[config.mk]
export PLATFORM = sky130hd
export DESIGN_NAME = branch_resolve_unit
export DESIGN_NICKNAME = d
export VERILOG_FILES = /design/src/rtl/bp_pkg.sv /design/src/rtl/bp_snapshot_fifo.sv /design/src/rtl/branch_resolve_unit.sv
export SDC_FILE = /design/constraint.sdc
export NUM_CORES = 1
export LEC_CHECK = 0
export CAP_MARGIN = 5
export CORE_ASPECT_RATIO = 0.6
export CORE_MARGIN = 2
export CORE_UTILIZATION = 35
export CTS_CLUSTER_DIAMETER = 40
export DETAILED_ROUTE_END_ITERATION = 10
export PLACE_DENSITY_LB_ADDON = 0.25
export SLEW_MARGIN = 20
export SYNTH_ARGS = -nofsm -noshare
export SYNTH_HDL_FRONTEND = slang
export SYNTH_SLANG_ARGS = --single-unit
export TNS_END_PERCENT = 1
[constraint.sdc]
create_clock -name clk -period 3.1 [get_ports clk]
set_input_delay 0.62 -clock clk [delete_from_list [all_inputs] [get_ports clk]]
set_output_delay 0.62 -clock clk [all_outputs]
set_load 0.005 [all_outputs]
[src/rtl/bp_pkg.sv]
// Shared types and helpers for the branch resolve path.
// Latency: n/a (types, constants and a pure function only).
// Backpressure: n/a.
package bp_pkg;

    // Predictor table index width; the unit's IDX_W parameter must match it
    // because the snapshot record is declared here.
    localparam int BP_IDX_W = 4;

    // 2-bit saturating counter encodings; bit 1 is the predicted direction.
    localparam logic [1:0] STRONG_NT = 2'd0;
    localparam logic [1:0] WEAK_NT   = 2'd1;
    localparam logic [1:0] WEAK_T    = 2'd2;
    localparam logic [1:0] STRONG_T  = 2'd3;

    // One in-flight branch: where its counter lives, what was read, and the
    // direction IF actually followed.
    typedef struct packed {
        logic [BP_IDX_W-1:0] index;
        logic                sel;
        logic [1:0]          counter;
        logic                pred_dir;
    } bp_snapshot_t;

    // Saturating increment on taken, saturating decrement on not taken.
    function automatic logic [1:0] sat_update(input logic [1:0] c, input logic taken);
        logic [1:0] r;
        if (taken) r = (c == STRONG_T)  ? STRONG_T  : c + 2'd1;
        else       r = (c == STRONG_NT) ? STRONG_NT : c - 2'd1;
        return r;
    endfunction

endpackage

[src/rtl/bp_snapshot_fifo.sv]
// Circular FIFO of prediction snapshots with a single-cycle flush.
// Latency: head is combinational from storage; push visible at head the next cycle.
// Backpressure: full blocks pushes (dropped if attempted); flush wins over a same-cycle push.
module bp_snapshot_fifo #(
    parameter int DEPTH = 4,
    parameter int W     = 8
) (
    input  logic         clk,
    input  logic         rst,
    input  logic         flush,
    input  logic         push,
    input  logic [W-1:0] push_dat,
    input  logic         pop,
    output logic [W-1:0] pop_dat,
    output logic         full,
    output logic         empty
);

    localparam int PW = $clog2(DEPTH);
    localparam int CW = PW + 1;

    logic [W-1:0]  mem [DEPTH];
    logic [PW-1:0] wr_ptr;
    logic [PW-1:0] rd_ptr;
    logic [CW-1:0] count;
    logic          do_push;
    logic          do_pop;

    assign full    = (count == CW'(DEPTH));
    assign empty   = (count == '0);
    assign do_push = push && !full && !flush;
    assign do_pop  = pop && !empty;
    assign pop_dat = mem[rd_ptr];

    // Pointer and occupancy tracking; flush empties the queue outright.
    always_ff @(posedge clk) begin
        if (rst || flush) begin
            wr_ptr <= '0;
            rd_ptr <= '0;
            count  <= '0;
        end else begin
            if (do_push) wr_ptr <= wr_ptr + PW'(1);
            if (do_pop)  rd_ptr <= rd_ptr + PW'(1);
            count <= count + CW'(do_push) - CW'(do_pop);
        end
    end

    // Snapshot storage; contents need no reset since count guards reads.
    always_ff @(posedge clk) begin
        if (do_push) mem[wr_ptr] <= push_dat;
    end

endmodule

[src/rtl/branch_resolve_unit.sv]
// Tracks IF predictions until EX resolves them, writes back counters, flags mispredicts.
// Latency: 1 cycle from resolving pop to update/mispredict pulse.
// Backpressure: if_ready low when queue full (IF must stall); ex_valid on empty is ignored.
// Optional: define BP_RESOLVE_FWD_EN to forward an in-progress counter write into a same-index push.
module branch_resolve_unit
    import bp_pkg::*;
#(
    parameter int DEPTH = 4,
    parameter int IDX_W = BP_IDX_W
) (
    input  logic             clk,
    input  logic             rst,
    input  logic             if_valid,
    input  logic [IDX_W-1:0] if_index,
    input  logic             if_sel,
    input  logic [1:0]       if_counter,
    output logic             if_ready,
    output logic             pred_taken,
    input  logic             ex_valid,
    input  logic             ex_taken,
    output logic [IDX_W-1:0] index_ex,
    output logic             sel,
    output logic [1:0]       counter_out,
    output logic             update,
    output logic             T,
    output logic             mispredict,
    output logic             empty
);

    localparam int SW = $bits(bp_snapshot_t);

    bp_snapshot_t push_snap;
    bp_snapshot_t head_snap;
    logic [SW-1:0] head_vec;
    logic          full;
    logic          pop;
    logic          mis_now;
    logic [1:0]    eff_counter;

    // Counter the IF stage should believe: the table read, unless the
    // write landing this cycle targets the same entry (the read is stale).
    always_comb begin
        eff_counter = if_counter;
`ifdef BP_RESOLVE_FWD_EN
        if (update && (index_ex == if_index) && (sel == if_sel))
            eff_counter = counter_out;
`endif
    end

    assign pred_taken = eff_counter[1];
    assign if_ready   = !full;
    assign pop        = ex_valid && !empty;
    assign head_snap  = bp_snapshot_t'(head_vec);
    assign mis_now    = pop && (head_snap.pred_dir != ex_taken);

    assign push_snap.index    = if_index;
    assign push_snap.sel      = if_sel;
    assign push_snap.counter  = eff_counter;
    assign push_snap.pred_dir = eff_counter[1];

    bp_snapshot_fifo #(
        .DEPTH (DEPTH),
        .W     (SW)
    ) u_fifo (
        .clk      (clk),
        .rst      (rst),
        .flush    (mis_now),
        .push     (if_valid),
        .push_dat (push_snap),
        .pop      (pop),
        .pop_dat  (head_vec),
        .full     (full),
        .empty    (empty)
    );

    // Register the predictor write and mispredict pulse one cycle after the pop.
    always_ff @(posedge clk) begin
        if (rst) begin
            update      <= 1'b0;
            mispredict  <= 1'b0;
            T           <= 1'b0;
            counter_out <= 2'd0;
            index_ex    <= '0;
            sel         <= 1'b0;
        end else begin
            update     <= pop;
            mispredict <= mis_now;
            if (pop) begin
                T           <= ex_taken;
                counter_out <= sat_update(head_snap.counter, ex_taken);
                index_ex    <= head_snap.index;
                sel         <= head_snap.sel;
            end
        end
    end

endmodule

==> impl_metrics.tcl <==
set metrics [dict create \
    final_min_period_over_clock_period_pct 80.7 \
    synth_nets 152 \
    path_common_cell "sky130_fd_sc_hd__xnor2_1" \
    via_count 1069 \
    nNetsFinal 180 \
    top_level_ports 25 \
    grt_pass1_wl_um 5500 \
    clock_path_buffers 2 \
    ctsRootBufferMaster "sky130_fd_sc_hd__clkbuf_8" \
    antenna_cells_inserted 0 \
    tritoncts "built" \
    length_of_the_first_detailed_routing_pass_in_iterations 4 \
    status "complete, no violations" \
    gp_congestion 0.678 \
    min_period_ns 2.50 \
    clock_skew_ns 0.00780 \
    cts_made_buffers 5 \
    h_tree_depth 2 \
    worstSetupPathType "reg -> reg" \
    final_area_mm2 0.00234 \
    gr-total-overflow 0 \
    die_h_um 61.5 \
    worst_setup_path_end_kind "flip-flop" \
    cts_resized 0 \
    grt_use_total_pct 12.6 \
    syn_area_per_cell_um2 14.5 \
    placed_cell_area_mm2 0.00221 \
    design.die.area_mm2 0.00613 \
    crit_fanout 5 \
    worst_path_dominant_cell_family "multiplexers" \
    vias_per_cell 4.69 \
    timing.final.hold_violations 0 \
    yosysSeqAreaShare_pct 63.4 \
    detail-route-antenna-nets 0 \
    floorplan.initialDensity_pct 37.2 \
    drtIter0Drc 56 \
    unrepaired_setup_endpoints_after_global_routing "no" \
    power_per_cell_area_mw_per_mm2 806 \
    die_x_um 99.8 \
    source_to_sink_clock_delay_at_the_later_pin_of_the_worst_skew_pair_ns 0.30 \
    post_layout_util_pct 45.2 \
    cts_setup_buffers 0 \
    route.detailed.drc 0 \
    yosysUniqueCellTypes 30 \
    synthesis.area_mm2 0.00193 \
    worst_slew_margin_rel_pct 55.1 \
    detailed_place_hpwl_um 2380 \
    critPathRequiredTime_ns 3.26 \
    yosys_register_bits 47 \
    layout.cells.most_common "sky130_fd_sc_hd__edfxtp_1" \
    start_kind "flip-flop" \
    cp_cell_sequence "mux4_2 -> xnor2_1 -> a21oi_2 -> ha_1 -> fa_1 -> xnor2_1 -> xnor2_1 -> nor3_1" \
    critical_path_arrival_ns 2.66 \
    setup-violations-final 0 \
    post_synthesis_instance_total 133 \
    route.detailed.wl_per_inst_um 14.9 \
    leak_pwr_nw 0.823 \
    max_stage_delay_ns 0.62 \
    clk_pin_slew_ns 0.09 \
    irDropWorstVdd_uv 295 \
    layout_common_cells "28 x sky130_fd_sc_hd__edfxtp_1, 24 x sky130_fd_sc_hd__clkdlybuf4s50_1, 19 x sky130_fd_sc_hd__dfxtp_1" \
    totalNegativeSetupSlack_ns 0 \
    ys_warn_count 0 \
    port-buffer-count 24 \
    floorplan.core_area_mm2 0.00518 \
    ctsHoldBuffers 0 \
    finalMaxSlewViolations 0 \
    worstMarginPinSlew_ns 0.672 \
    clock-sinks 47 \
    hold_path.class "reg -> reg" \
    highest_achievable_clock_rate_ghz 0.400 \
    drv.max_cap_violation_count 0 \
    floorplan.rows 20 \
    first_global_vias 1059 \
    cp.buffers_inverters 0 \
    largest_net_degree_at_the_start_of_global_routing 19 \
    grt_antenna_before_repair 0 \
    wl_um 3390 \
    crit_path_top_delay_cell "sky130_fd_sc_hd__mux4_2" \
    post_route_cells_drive_above_1_share_pct 11.7 \
    synthToLayoutAreaGrowth_pct 21.5 \
]
## layout make-up
class                   instances  area [µm²]
inverters                       9        33.8
repair buffers                 28         270
clock buffers                   7        97.6
fillers                       456        2840
well taps                      66        82.6
flip-flops and latches         47        1220
clock inverters                 1        30.0
multi-input cells              70         604
## Yosys cell counts (all sizes together)
library cell  number  area [µm²]
a211oi             2        15.0
a21oi             10        53.8
and2               4        25.0
buf                4        26.3
bufbuf             1        32.5
clkbuf             2        7.51
dfxtp             19         380
edfxtp            28         841
fa                 1        20.0
ha                 6        75.1
inv                9        33.8
maj3               1        11.3
mux2i              2        20.0
mux4               7         176
nand2             15        56.3
nand2b             1        6.26
nor2               5        21.3
nor3               5        25.0
nor3b              2        15.0
nor4               1        12.5
o21ai              1        5.00
or3                1        6.26
or3b               1        8.76
xnor2              5        51.3
## registers in the layout (all words and copies together), names as in the netlist, named ones only
register,flops
T,1
update,1
sel,1
u_fifo.wr_ptr,2
u_fifo.count,3
u_fifo.rd_ptr,2
u_fifo.mem,28
mispredict,1
counter_out,2
index_ex,4
## stage by stage
stage               setup slack [ns]  total power, mW  cells  hold WS [ns]
floorplan                      0.715             1.20    133         0.453
global placement               0.365             1.40    220         0.444
detailed placement             0.335             1.42    220         0.446
CTS                            0.603             1.92    228         0.458
global route                   0.457             2.01    228         0.489
finish                         0.598             1.89    228         0.457
## final timing paths
kind / startpoint / slack (ns) / cells past startpoint / end
worst max-delay path: flip-flop / 0.60 / 8 / u_fifo.count[2]
worst min-delay path: index_ex[2] / 0.46 / 2 / index_ex[2]
worst max register to register: flip-flop / 0.60 / 8 / u_fifo.count[2]
worst min register to register: index_ex[2] / 0.46 / 2 / index_ex[2]
## per-layer routing
metal	part of all wire (%)	track usage (%)	wire (µm)
met1	51	17.2	1720
met2	43	18.8	1470
met3	5.5	4.65	187
met5	0	0	0
met4	0.41	4.70	14
## power by group
part / leakage [nW] / total (mW) / internal (mW) / switching [mW]
registers: 0.411 / 0.825 / 0.776 / 0.0487
clock network: 0.0636 / 0.489 / 0.290 / 0.199
logic: 0.348 / 0.573 / 0.292 / 0.280
## tightest hold or removal path, stage by stage (launching register included)
cell and delay [ns]:
sky130_fd_sc_hd__dfxtp_1 0.32, sky130_fd_sc_hd__nand2_1 0.05, sky130_fd_sc_hd__a21oi_1 0.05
## logic make-up (layout without fill, tap and decap cells)
group,after synthesis,count (layout),share of synthesized area (%)
AO/OA/AOI/OAI,13,13,3.83
XOR/XNOR,5,5,2.66
adder cells (fa/ha/maj),8,8,5.52
buffers and inverters,16,45,5.20
flip-flops,47,47,63.4
multiplexers,9,9,10.2
AND/OR/NAND/NOR,35,35,9.16
(Power assumes the default switching activity.)
